File: config.mk
export PLATFORM = sky130hd
export DESIGN_NAME = decoder_rst_sequencer
export DESIGN_NICKNAME = d
export VERILOG_FILES = /design/src/rtl/decoder_rst_sequencer_pkg.sv /design/src/rtl/decoder_rst_vector_gen.sv /design/src/rtl/decoder_rst_sequencer.sv
export SDC_FILE = /design/constraint.sdc
export NUM_CORES = 1
export LEC_CHECK = 0
export CORE_MARGIN = 2
export CORE_UTILIZATION = 25
export CTS_BUF_LIST = sky130_fd_sc_hd__clkbuf_16
export CTS_CLUSTER_SIZE = 14
export DETAILED_ROUTE_END_ITERATION = 16
export SLEW_MARGIN = 30
export SYNTH_ARGS = -nofsm -noshare
export SYNTH_HDL_FRONTEND = slang
export SYNTH_HIERARCHICAL = 1
export SYNTH_SLANG_ARGS = --single-unit
File: constraint.sdc
create_clock -name clk -period 2.7 [get_ports clk]
set_clock_uncertainty 0.1 [all_clocks]
set_input_delay 0.405 -clock clk [delete_from_list [all_inputs] [get_ports clk]]
set_output_delay 0.405 -clock clk [all_outputs]
set_load 0.05 [all_outputs]
File: src/rtl/decoder_rst_sequencer_pkg.sv
// Shared definitions for the restart-class sequencer: state encoding,
// RST opcode match pattern and the default vector spacing.
package decoder_rst_sequencer_pkg;

  // State codes double as the xpt phase number.
  typedef enum logic [2:0] {
    ST_IDLE   = 3'd0,
    ST_DEC_HI = 3'd1,
    ST_WR_HI  = 3'd2,
    ST_DEC_LO = 3'd3,
    ST_WR_LO  = 3'd4,
    ST_LOAD   = 3'd5
  } rst_state_t;

  localparam logic [7:0] RST_OPC_MASK  = 8'b1100_0111;
  localparam logic [7:0] RST_OPC_VALUE = 8'b1100_0111;

  localparam int DEFAULT_VEC_STEP = 8;

  function automatic logic is_rst_opcode(input logic [7:0] op);
    return (op & RST_OPC_MASK) == RST_OPC_VALUE;
  endfunction

endpackage

File: src/rtl/decoder_rst_vector_gen.sv
// Combinational vector index -> target address (base + index * step).
// Latency: zero cycles; no flow control.
module decoder_rst_vector_gen #(
  parameter int ADDR_W   = 16,
  parameter int VEC_BITS = 3,
  parameter int VEC_STEP = 8,
  parameter int VEC_BASE = 0
) (
  input  logic [VEC_BITS-1:0] index,
  output logic [ADDR_W-1:0]   addr
);

  // Step is a power of two, so the multiply collapses to a shift.
  localparam int STEP_SHIFT = $clog2(VEC_STEP);

  logic [ADDR_W-1:0] base;
  logic [ADDR_W-1:0] offset;

  assign base   = ADDR_W'(VEC_BASE);
  assign offset = ADDR_W'(index) << STEP_SHIFT;
  assign addr   = base + offset;

endmodule

File: src/rtl/decoder_rst_sequencer.sv
// Restart sequencer: push PC high/low onto the stack, then load the vector.
// Launch to done in 5 cycles minimum; each mem_ready=0 cycle in a write phase adds one.
module decoder_rst_sequencer
  import decoder_rst_sequencer_pkg::*;
#(
  parameter int ADDR_W   = 16,
  parameter int XPT_W    = 5,
  parameter int VEC_BITS = 3,
  parameter int VEC_STEP = DEFAULT_VEC_STEP,
  parameter int VEC_BASE = 0
) (
  input  logic                clk,
  input  logic                reset,
  input  logic                start,
  input  logic [7:0]          opcode,
  input  logic                irq_take,
  input  logic [VEC_BITS-1:0] irq_vector,
  input  logic                mem_ready,
  output logic                busy,
  output logic [XPT_W-1:0]    xpt,
  output logic                sp_dec,
  output logic                sel_dt_pc_high,
  output logic                sel_dt_pc_low,
  output logic                sel_ad_sp,
  output logic                mem_write,
  output logic                pc_load,
  output logic [ADDR_W-1:0]   pc_vector,
  output logic                done,
  output logic                illegal
);

  rst_state_t          state;
  rst_state_t          state_next;
  logic                launch;
  logic                illegal_set;
  logic                opc_match;
  logic [VEC_BITS-1:0] launch_index;
  logic [ADDR_W-1:0]   vec_addr;
  logic [2:0]          state_bits;

  assign opc_match    = is_rst_opcode(opcode);
  // Interrupt acknowledge wins over a same-cycle decoder request.
  assign launch_index = irq_take ? irq_vector : VEC_BITS'(opcode[5:3]);

  decoder_rst_vector_gen #(
    .ADDR_W   (ADDR_W),
    .VEC_BITS (VEC_BITS),
    .VEC_STEP (VEC_STEP),
    .VEC_BASE (VEC_BASE)
  ) u_vector_gen (
    .index (launch_index),
    .addr  (vec_addr)
  );

  always_comb begin
    state_next  = state;
    launch      = 1'b0;
    illegal_set = 1'b0;
    case (state)
      ST_IDLE: begin
        if (irq_take) begin
          launch = 1'b1;
        end else if (start) begin
          if (opc_match) launch = 1'b1;
          else           illegal_set = 1'b1;
        end
        if (launch) state_next = ST_DEC_HI;
      end
      ST_DEC_HI: state_next = ST_WR_HI;
      ST_WR_HI:  if (mem_ready) state_next = ST_DEC_LO;
      ST_DEC_LO: state_next = ST_WR_LO;
      ST_WR_LO:  if (mem_ready) state_next = ST_LOAD;
      ST_LOAD:   state_next = ST_IDLE;
      default:   state_next = ST_IDLE;
    endcase
  end

  always_ff @(posedge clk) begin
    if (reset) begin
      state     <= ST_IDLE;
      pc_vector <= '0;
      illegal   <= 1'b0;
    end else begin
      state   <= state_next;
      illegal <= illegal_set;
      if (launch) pc_vector <= vec_addr;
    end
  end

  assign state_bits     = state;
  assign xpt            = XPT_W'(state_bits);
  assign busy           = (state != ST_IDLE);
  assign sp_dec         = (state == ST_DEC_HI) || (state == ST_DEC_LO);
  assign sel_dt_pc_high = (state == ST_WR_HI);
  assign sel_dt_pc_low  = (state == ST_WR_LO);
  assign sel_ad_sp      = (state == ST_WR_HI) || (state == ST_WR_LO);
  assign mem_write      = sel_ad_sp;
  assign pc_load        = (state == ST_LOAD);
  assign done           = (state == ST_LOAD);

endmodule

=== Word level (Yosys, flattened, before mapping) ===
Cells that the tools add are included.

* Register bits: 7
* Input bits: 16

* Eq/ne operators: 9
* Multiplexer cells: 11
* Bitwise gates (word level): 2
* Reduce and logical (&&, ||, !) cells: 6

{| class="wikitable"
|+ Operators by type and width
! kind !! number
|-
| one-hot mux 3 bit (5 select lines) || 1
|-
| 2-to-1 mux 3 bit || 4
|-
| == test 3 x 2 -> 1 bit (second input constant) || 2
|-
| == test 3 bit (second input constant) || 2
|-
| 2-to-1 mux 1 bit || 6
|-
| inequality test 2 bit (second input constant) || 3
|-
| == test 5 bit (second input constant) || 1
|-
| OR reduction 4 bit || 1
|-
| == test 3 x 1 -> 1 bit (second input constant) || 1
|-
| logical NOT 3 bit || 1
|-
| AND reduction 3 bit || 1
|-
| nonzero test 3 bit || 1
|-
| logical OR 1 bit || 2
|-
| NOT 1 bit || 2
|}

=== Depth between registers and ports, before layout ===
Gate-level depths: netlist of run 1.

* Depth after elaboration: 7
* Mapped depth: 6
* Depth with buffers taken out: 4

=== Cells and area by module ===
The synthesis of run 1 kept the hierarchy.

{| class="wikitable"
|+ Modules (own cells, without submodules)
! module !! times used !! cells an instance !! area each (µm²) !! sequential area each (µm²)
|-
| decoder_rst_sequencer || 1 || 186 || 1497.7 || 400.4
|-
| decoder_rst_vector_gen || 1 || 17 || 123.9 || 0.0
|}

=== Worst setup path after synthesis of run 1 ===
OpenSTA, ideal clock, no wires.

* Kind: reg-to-output
* Start: reg state[2]
* End: out sel_dt_pc_low
* Data arrival time: 2084 ps
* Setup slack: 111 ps
* Cell stages (with the launch flop): 3
* Buffers on the path: 1
* Cell sequence: dfxtp_1 > buf_4 > nor3b_1

* Word-level cells in the longest chain between the ends: 1

{| class="wikitable"
|+ Ends and longest elaborated chain
! item !! RTL line !! RTL
|-
| from (decl) || decoder_rst_sequencer.sv:32 || <nowiki>rst_state_t state;</nowiki>
|-
| from (signal assigned) || decoder_rst_sequencer.sv:84 || <nowiki>state <= state_next;</nowiki>
|-
| == test 3 bit || decoder_rst_sequencer.sv:95 || <nowiki>assign sel_dt_pc_low = (state == ST_WR_LO);</nowiki>
|-
| to (decl) || decoder_rst_sequencer.sv:23 || <nowiki>output logic sel_dt_pc_low,</nowiki>
|}

Every way passes these cells.

=== Final worst setup path of run 1 ===
Same ends and word-level chain as after synthesis.

==> results of run 1 <==
## worst max-delay path by stage
| stage | startpoint | endpoint | slack, ps | cells past startpoint |
|---|---|---|---|---|
| 2_1_floorplan | state[2] | sel_dt_pc_low | 110 | 2 |
| 3_3_place_gp | state[2] | sel_dt_pc_low | 570 | 2 |
| 3_5_place_dp | state[2] | sel_dt_pc_low | 530 | 2 |
| 4_1_cts | state[2] | sel_dt_pc_low | 250 | 2 |
| 5_1_grt | state[2] | sel_dt_pc_low | 120 | 2 |
| 6_report | state[2] | sel_dt_pc_low | 280 | 2 |
## per-stage QoR
| stage | hold slack, ps | cells | util [%] | area (sq um) |
|---|---|---|---|---|
| detailed placement | 426.5 | 298 | 31.27 | 1974 |
| floorplan | 397.8 | 216 | - | 1670 |
| finish | 433.2 | 302 | 32.52 | 2053 |
| CTS | 442.2 | 302 | 32.52 | 2053 |
| global placement | 418.8 | 298 | 31.27 | 1974 |
| global route | 464.2 | 302 | 32.52 | 2053 |
## routing by layer
metal | global-route usage [%] | vias to the layer above | part of all wire (%)
met3 | 2.458 | 4 | 6.0
met1 | 15.48 | 694 | 48
li1 | - | 765 | -
met5 | 0 | - | 0
met4 | 4.906 | 0 | 1.4
met2 | 17.54 | 41 | 45
## cell usage after synthesis
cell type  number  area (sq um)
nor3b_1        18         135.1
inv_1           1         3.750
dfxtp_1        20         400.4
xnor2_1         2         17.52
conb_1          2         7.510
clkbuf_1        9         33.78
nand2_1         1         3.750
o21ai_0        16         80.08
a211oi_1        1         7.510
a2111oi_2       1         15.01
buf_1           1         3.750
nand2b_1        1         6.260
nor2b_1        17         106.4
maj3_1          1         10.01
and2_1          1         6.260
buf_2          13         65.06
and3b_1         1         8.760
inv_2           1         3.750
and4_1          1         8.760
nor3_1          1         5.000
nand3b_1       16         120.1
nand4b_1       16         140.1
mux2_2          3         33.78
nor4_1          1         6.260
buf_4          21         157.7
nor3_4          1         16.27
nand4_1        33         206.5
a21oi_1         1         5.000
nor2_1          2         7.510
## sequential cells by signal (all words and copies together), names as in the netlist
signal / count
illegal: 1
pc_vector: 16
state: 3
## worst register-to-register path, stage by stage (launching register included)
cell	delay, ps
dfxtp_1	410
nor3_4	240
buf_4	330
nand4b_1	150
nand4_1	110
## kinds of logic after synthesis
logic type	Yosys count	share of synthesized area, %
other cells	2	0.4631
fa+ha+maj	1	0.6173
xor+xnor	2	1.080
buf+inv	46	16.51
compound gates	19	6.636
flops	20	24.69
simple gates	110	47.92
mux	3	2.083
## power breakdown
group	internal, mW	switching (mW)	leakage (nW)
combinational	0.249	0.504	0.487
sequential	0.351	0.0587	0.164
clock	0.197	0.115	0.0385
## layout make-up
cell class | count | area, sq um | area share [%]
inverters | 2 | 7.507 | 0.3656
clock inverters | 1 | 3.754 | 0.1828
repair buffers | 49 | 467.9 | 22.79
multi-input cells | 150 | 1002 | 48.81
well taps | 77 | 96.34 | 4.692
flip-flops and latches | 20 | 400.4 | 19.50
clock buffers | 3 | 75.07 | 3.656
==> reports/results.tsv, run 1 <==
stage	metric	value	unit
outcome	status	finished clean	
clocking	hold_buf cts	0	
grt	total global routing track utilization	11.44	%
timing	Worst-Margin Slew	875.3	ps
floorplanning	Die X	84.54	um
pwr	power per standard cell area	718.8	nW/um^2
worst_hold_path	WHS Endpoint	pc_vector[4]	
detailed_routing	# DRC	0	
cells_and_area	diodes inserted	0	
pwr	leak pwr	0.6902	nW
worst_hold_path	Hold Path Depth	2	
worst_setup_path	Worst R2R End	pc_vector[3]	
floorplanning	# rows	29	
cells_and_area	Fillers	691	
yosys	mapped cell area	1622	sq um
worst_setup_path	worst path required time	2190	ps
clocking	clock tree buffer depth	2	
worst_setup_path	buffers and inverters on the worst path	1	
grt	antenna violations before repair	0	
yosys	yosys synthesis warning count	6	
clocking	clock latency on the worst-skew pair	250	ps
worst_setup_path	Data arrival, critical path	1920	ps
worst_setup_path	Reg2Reg Setup Slack	1300	ps
timing	RSZ-0062 raised after global routing	no	
yosys	sequential fraction of the synthesis area	24.69	%
timing	Final Hold Fails	0	
cells_and_area	share of cells above drive strength 1	7.556	%
timing	post-route setup TNS	0	ps
detailed_routing	Post-Route WL	4.064	mm
cells_and_area	most common cell after layout, fill and taps aside	clkdlybuf4s50_1	
worst_setup_path	crit-path cells	nor3b_1 > clkdlybuf4s50_1	
clocking	setup repair bufs after CTS	0	
cells_and_area	Syn-to-layout area delta	26.62	%
detailed_routing	drt pass-1 iters	4	
clocking	post-CTS sizing	0	
cells_and_area	fin nets	242	
yosys	FF+latch count, synth	20	
floorplanning	Die ar.	7146	sq um
worst_hold_path	worst min-delay path startpoint	pc_vector[4]	
grt	vias in the first global route	1403	
timing	Slew Viols, Final	0	
timing	worst setup margin	277.9	ps
place	port bufs	43	
floorplanning	Die Span Y	84.54	um
worst_setup_path	startpoint class of the critical path	flop	
yosys	mean post-synth cell area	7.988	sq um
timing	Slew headroom	41.65	%
floorplanning	io pins	46	
timing	post-route minimum period	2422	ps
detailed_routing	Post-DRT Antenna Nets	0	
grt	total gr overflow	0	
floorplanning	Initial Utilization	25.68	%
timing	Peak Freq	412.9	MHz
worst_setup_path	Crit Reg-Reg Startpoint	state[2]	
place	dpl hpwl	2.513	mm
timing	Final Setup Violations	0	
timing	crit share post-route	89.71	%
worst_setup_path	Slowest cell on crit path	clkdlybuf4s50_1	
pwr	Max rail drop VDD	355.1	uV
clocking	TritonCTS clock tree	yes	
clocking	htree depth	1	
detailed_routing	DRT iter0 DRCs	153	
clocking	Clock Sinks	20	
worst_setup_path	critical path class	reg2out	
pwr	total power	1.476	mW
grt	first-pass GRT wire length	6.796	mm
detailed_routing	Vias per Instance	4.980	
detailed_routing	Via Count	1504	
worst_setup_path	Crit. End Element	output pin	
worst_setup_path	peak fanout along the critical path	9	
detailed_routing	drt wl/cell	13.46	um
yosys	cells after synthesis	203	
worst_hold_path	Hold WC Path Type	reg2reg	
place	pre-CTS setup slack	532.9	ps
worst_setup_path	CP delay by family, top	buffers and inverters	
yosys	Cell variety after synth	29	
floorplanning	core box area	6314	sq um
clocking	clock-pin transition on the worst setup and hold timing paths	60	ps
grt	largest net degree at the start of global routing	62	
cells_and_area	commonest cells after routing, fill and taps aside	clkdlybuf4s50_1, nand4_1, dfxtp_1	
clocking	Num CTS Buffers	3	
place	Placer Congestion	0.6687	
flow_run	max cap viols	0	
worst_setup_path	Slowest Stage Delay on Critical Path	850	ps
clocking	clock root buffer	clkbuf_16	
worst_setup_path	FF-to-FF path depth	4	
Power figures use the tool's default switching activity.
==> run 2: changes to the inputs <==
==> constraint.sdc (replaced) <==
create_clock -name clk -period 3.1 [get_ports clk]
set_clock_uncertainty 0.1 [all_clocks]
set_input_delay 0.465 -clock clk [delete_from_list [all_inputs] [get_ports clk]]
set_output_delay 0.465 -clock clk [all_outputs]
set_load 0.05 [all_outputs]
==> run 2 against run 1 <==
  * First-iteration DRC count shrank 13%
  * Sequential share of layout area unchanged
  * Final cell count stayed put
  * Register-to-register slack better by 100 ps
  * Combinational power fell by 13%
  * Non-clock buffer count stayed put
  * Clock power down 14%
  * Critical path depth unchanged
  * Total power shrank 13%
  * Die area unchanged
==> reports/results.tsv, run 2 (synthesized netlist as in run 1, its figures left out) <==
stage	metric	value	unit	change
outcome	status	finished clean		
cells_and_area	sequential cell area	400.4	sq um	unchanged
detailed_routing	drt wl/cell	13.17	um	-2.1%
flow_run	max cap viols	0		unchanged
pwr	P_int	0.6946	mW	-13%
clocking	post-CTS sizing	0		unchanged
cells_and_area	most common cell after layout, fill and taps aside	clkdlybuf4s50_1		
detailed_routing	# DRC	0		unchanged
floorplanning	core box area	6314	sq um	unchanged
cells_and_area	diodes inserted	0		unchanged
pwr	Comb power frac	50.9	%	about the same
worst_setup_path	peak fanout along the critical path	9		unchanged
timing	Final Setup Violations	0		unchanged
clocking	clock tree buffer depth	2		unchanged
cells_and_area	Syn-to-layout area delta	26.62	%	unchanged
grt	vias in the first global route	1274		-9.2%
timing	post-route minimum period	2514	ps	
clocking	setup repair bufs after CTS	0		unchanged
clocking	clock-pin transition on the worst setup and hold timing paths	60	ps	about the same
place	port bufs	43		unchanged
cells_and_area	fin nets	242		unchanged
clocking	clock root buffer	clkbuf_16		
pwr	clock share of power	20.9	%	-0.3 points
timing	Final Hold Fails	0		unchanged
grt	first-pass GRT wire length	6.451	mm	-5.1%
worst_hold_path	Hold WC Path Type	reg2reg		
timing	Slew headroom	55.34	%	+14 points
pwr	sw power	0.5887	mW	-13%
clocking	TritonCTS clock tree	yes		
cells_and_area	max FFs per register	16		unchanged
floorplanning	# rows	29		unchanged
place	dpl hpwl	2.521	mm	+0.33%
clocking	clock latency on the worst-skew pair	250	ps	about the same
cells_and_area	Fillers	675		-2.3%
floorplanning	Die X	84.54	um	unchanged
worst_setup_path	startpoint class of the critical path	flop		
floorplanning	Die Span Y	84.54	um	unchanged
worst_setup_path	Crit. End Element	output pin		
floorplanning	Initial Utilization	25.68	%	unchanged
detailed_routing	Post-DRT Antenna Nets	0		unchanged
pwr	power per standard cell area	625.0	nW/um^2	-13%
cells_and_area	commonest cells after routing, fill and taps aside	clkdlybuf4s50_1, nand4_1, dfxtp_1		
pwr	leak pwr	0.6908	nW	about the same
grt	largest net degree at the start of global routing	38		-39%
timing	Slew Viols, Final	0		unchanged
pwr	register share of total power	28.1	%	+0.3 points
grt	total global routing track utilization	10.78	%	-0.66 points
detailed_routing	Via Count	1508		+0.27%
floorplanning	io pins	46		unchanged
place	placed cell area	1974	sq um	unchanged
detailed_routing	Vias per Instance	4.993		+0.27%
cells_and_area	multi-input logic area	1002	sq um	unchanged
clocking	Clock Sinks	20		unchanged
timing	Worst-Margin Slew	667.9	ps	-207.3 ps
timing	Peak Freq	397.7	MHz	
timing	RSZ-0062 raised after global routing	no		
cells_and_area	Core Util, Final	32.52	%	unchanged
worst_setup_path	critical path class	reg2out		
cells_and_area	Regs by FF count	pc_vector (16), state (3), illegal (1)		
cells_and_area	Largest Register	pc_vector		
clocking	htree depth	1		unchanged
grt	total gr overflow	0		unchanged
timing	crit share post-route	81.11	%	
place	Placer Congestion	0.6548		-2.1%
timing	post-route setup TNS	0	ps	unchanged
clocking	hold_buf cts	0		unchanged
detailed_routing	drt pass-1 iters	5		+1
detailed_routing	DRT iter0 DRCs	133		-13%
pwr	Switching Fraction	45.87	%	-0.086 points
worst_setup_path	worst path required time	2530	ps	+340 ps
pwr	Max rail drop VDD	551.6	uV	+55%
worst_setup_path	Data arrival, critical path	1950	ps	+30 ps
floorplanning	Die ar.	7146	sq um	unchanged
cells_and_area	final instance area	2053	sq um	unchanged
cells_and_area	share of cells above drive strength 1	7.556	%	unchanged
detailed_routing	Post-Route WL	3.978	mm	-2.1%
grt	antenna violations before repair	0		unchanged
clocking	Num CTS Buffers	3		unchanged
==> run 2: cell counts in the layout (fill, tap and decap cells not counted) <==
No cell type changed its count.
==> run 2: final cells by class <==
cell class / instances / share of cell area, %
flip-flops and latches: 20 / 19.50
inverters: 2 / 0.3656
multi-input cells: 150 / 48.81
clock buffers: 3 / 3.656
clock inverters: 1 / 0.1828
well taps: 77 / 4.692
repair buffers: 49 / 22.79
==> run 2: critical path, cell delays in order, from the launching register on <==
cell,delay (ps)
dfxtp_1,530
nor3b_1,310
clkdlybuf4s50_1,860
==> run 2: worst paths after layout <==
path	start	endpoint	slack, ps	depth (start not counted)
worst max-delay path	state[2]	sel_dt_pc_low	590	2
worst min-delay path	pc_vector[14]	pc_vector[14]	440	2
worst min register to register	pc_vector[14]	pc_vector[14]	440	2
worst max register to register	state[2]	state[0]	1400	5
==> run 2: power by group through the flow <==
stage	Clock, mW	Sequential [mW]	Combinational (mW)
final	0.269	0.361	0.654
after global routing	0.287	0.369	0.694
after CTS	0.277	0.362	0.657
after detailed placement	0	0.366	0.656
after global placement	0	0.365	0.655
after floorplan	0	0.505	0.346
==> run 2: routing by layer <==
layer  vias to the layer above  track usage (%)  wire length, um
li1                        770                -                -
met1                       697            15.02             1970
met2                        39            16.96             1786
met3                         2            1.475              192
met4                         0            3.896               29
met5                         -                0                0
==> run 2: metrics by stage <==
step / hold slack, ps / setup WS (ps) / std cells / total power [mW]
finish: 437.4 / 585.7 / 302 / 1.283
CTS: 440.7 / 555.1 / 302 / 1.296
global placement: 421.1 / 866.4 / 298 / 1.020
detailed placement: 427.7 / 830.5 / 298 / 1.022
global route: 456.7 / 481.5 / 302 / 1.350
floorplan: 457.8 / 451.3 / 216 / 0.8506
==> run 3: changes to the inputs <==
==> constraint.sdc (replaced) <==
create_clock -name clk -period 2.4 [get_ports clk]
set_clock_uncertainty 0.1 [all_clocks]
set_input_delay 0.36 -clock clk [delete_from_list [all_inputs] [get_ports clk]]
set_output_delay 0.36 -clock clk [all_outputs]
set_load 0.05 [all_outputs]
==> run 3 against run 2 <==
  * Utilization grew 0.20 points
  * Non-clock buffer count grew 1
  * Worst hold slack lost 0.80 ps
  * Count of clock-buffer cells in the layout is the same
  * Critical path depth is the same
  * Total power grew 29%
  * Clock power grew 30%
  * Via count is the same
  * Global-route usage grew 0.51 points
  * Sequential cell count is the same
  * Sequential power grew 28%
  * Register-to-register slack lost 380 ps
  * Largest cell class unchanged
  * Largest power group unchanged
==> reports/results.tsv, run 3 (synthesized netlist as in run 1, its figures left out) <==
stage	metric	value	unit	change
worst_setup_path	Slowest Stage Delay on Critical Path	830	ps	-30 ps
grt	met1 Use GR	14.90	%	-0.12 points
cells_and_area	fin nets	243		+0.41%
clocking	clock-pin transition on the worst setup and hold timing paths	60	ps	about the same
clocking	htree depth	1		unchanged
detailed_routing	Post-Route WL	3.984	mm	+0.15%
timing	worst setup margin	100.7	ps	-485.1 ps
worst_setup_path	peak fanout along the critical path	9		unchanged
timing	post-route setup TNS	0	ps	unchanged
detailed_routing	drt wl/cell	13.15	um	-0.18%
timing	Peak Freq	434.9	MHz	
worst_setup_path	buffers and inverters on the worst path	1		unchanged
clocking	clock latency on the worst-skew pair	250	ps	about the same
clocking	clock root buffer	clkbuf_16		
worst_setup_path	crit-path cells	nor3b_1 > clkdlybuf4s50_1		
pwr	total power	1.661	mW	+29%
grt	met2 Resource Use GR	18.61	%	+1.6 points
grt	antenna violations before repair	0		unchanged
cells_and_area	Core Util, Final	32.72	%	+0.20 points
clocking	Clock Sinks	20		unchanged
detailed_routing	drt pass-1 iters	4		-1
timing	Slew headroom	64.88	%	+9.5 points
cells_and_area	max FFs per register	16		unchanged
place	port bufs	43		unchanged
floorplanning	io pins	46		unchanged
timing	Final Setup Violations	0		unchanged
cells_and_area	diodes inserted	0		unchanged
place	pre-CTS setup slack	365.9	ps	-464.6 ps
floorplanning	Die Span Y	84.54	um	unchanged
grt	total global routing track utilization	11.28	%	+0.51 points
clocking	hold_buf cts	0		unchanged
detailed_routing	Vias per Instance	4.977		-0.33%
worst_setup_path	Worst R2R End	pc_vector[5]		
grt	vias in the first global route	1400		+9.9%
worst_setup_path	CP delay by family, top	buffers and inverters		
clocking	clock tree buffer depth	2		unchanged
grt	total gr overflow	0		unchanged
clocking	setup repair bufs after CTS	0		unchanged
timing	RSZ-0062 raised after global routing	no		
floorplanning	Die ar.	7146	sq um	unchanged
worst_hold_path	worst min-delay path startpoint	pc_vector[4]		
timing	post-route minimum period	2299	ps	
place	Placer Congestion	0.6700		+2.3%
floorplanning	Initial Utilization	25.68	%	unchanged
worst_hold_path	Hold Path Depth	2		unchanged
detailed_routing	Post-DRT Antenna Nets	0		unchanged
worst_setup_path	Crit Reg-Reg Startpoint	state[2]		
cells_and_area	commonest cells after routing, fill and taps aside	clkdlybuf4s50_1, nand4_1, dfxtp_1		
place	dpl hpwl	2.541	mm	+0.77%
detailed_routing	Via Count	1508		unchanged
grt	met3 global-route usage	1.868	%	+0.39 points
worst_setup_path	Data arrival, critical path	1840	ps	-110 ps
timing	Worst-Margin Slew	526.7	ps	-141.2 ps
pwr	Max rail drop VDD	582.1	uV	+5.5%
floorplanning	core box area	6314	sq um	unchanged
floorplanning	# rows	29		unchanged
worst_setup_path	startpoint class of the critical path	flop		
detailed_routing	# DRC	0		unchanged
cells_and_area	most common cell after layout, fill and taps aside	clkdlybuf4s50_1		
clocking	TritonCTS clock tree	yes		
outcome	status	finished clean		
cells_and_area	Syn-to-layout area delta	27.39	%	
floorplanning	Die X	84.54	um	unchanged
worst_hold_path	WHS Endpoint	pc_vector[4]		
flow_run	max cap viols	0		unchanged
worst_setup_path	worst path required time	1940	ps	-590 ps
worst_setup_path	Crit. End Element	output pin		
cells_and_area	Largest Register	pc_vector		
worst_setup_path	Reg2Reg Setup Slack	1020	ps	-380 ps
cells_and_area	Regs by FF count	pc_vector (16), state (3), illegal (1)		
timing	crit share post-route	95.81	%	
worst_setup_path	critical path class	reg2out		
timing	Slew Viols, Final	0		unchanged
timing	Final Hold Fails	0		unchanged
grt	largest net degree at the start of global routing	69		+82%
detailed_routing	DRT iter0 DRCs	112		-16%
grt	first-pass GRT wire length	6.755	mm	+4.7%
worst_setup_path	Slowest cell on crit path	clkdlybuf4s50_1		
worst_setup_path	FF-to-FF path depth	4		-1
clocking	Num CTS Buffers	3		unchanged
grt	gr busiest metal	met2		
cells_and_area	share of cells above drive strength 1	8.850	%	+1.3 points
clocking	post-CTS sizing	0		unchanged
worst_hold_path	Hold WC Path Type	reg2reg		
pwr	leak pwr	0.7145	nW	+3.4%
pwr	power per standard cell area	804.3	nW/um^2	+29%
-- run 3: cell types whose count changed in the layout (fill, tap and decap cells not counted), sizes merged --
cell	delta
dlymetal6s2s	+1
clkdlybuf4s50	-2
buf	+2
-- run 3: power by group --
| group | internal [mW] | switching (mW) | total, mW |
|---|---|---|---|
| logic | 0.280 | 0.569 | 0.850 |
| clock network | 0.222 | 0.127 | 0.349 |
| registers | 0.395 | 0.0666 | 0.462 |
| total | 0.898 | 0.763 | 1.66 |
-- run 3: layout make-up --
class                      count  area (sq um)
clock buffer                   3         75.07
clock inverter                 1         3.754
fill                         701          4248
inverter                       2         7.507
multi-input combinational    150          1005
sequential                    20         400.4
tap                           77         96.34
timing repair buffer          50         478.0
-- run 3: worst max path at each step --
stage / startpoint / endpoint / slack (ps) / cells past startpoint
final: state[1] / sel_dt_pc_high / 100 / 2
after global routing: state[2] / mem_write / 4 / 3
after CTS: state[1] / sel_dt_pc_high / 80 / 2
after detailed placement: state[1] / sel_dt_pc_high / 370 / 2
after global placement: state[1] / sel_dt_pc_high / 360 / 2
after floorplan: state[2] / sel_dt_pc_low / -140 / 2
-- run 3: layer usage --
metal,share of wire [%],up-vias
li1,-,767
met1,48,708
met2,46,31
met3,4.9,2
met4,0.90,0
met5,0,-
-- run 3: per-stage QoR --
stage,area (sq um),instances,hold slack (ps)
floorplan,1673,216,352.8
global placement,1982,299,426.5
detailed placement,1982,299,429.8
CTS,2061,303,444.4
global route,2066,303,460.4
finish,2066,303,436.6
-- run 3: tightest hold or removal path, delay by kind of cell, from the launching register on --
kind	cells	cell delay, ps
flops	1	320
simple gates	2	160
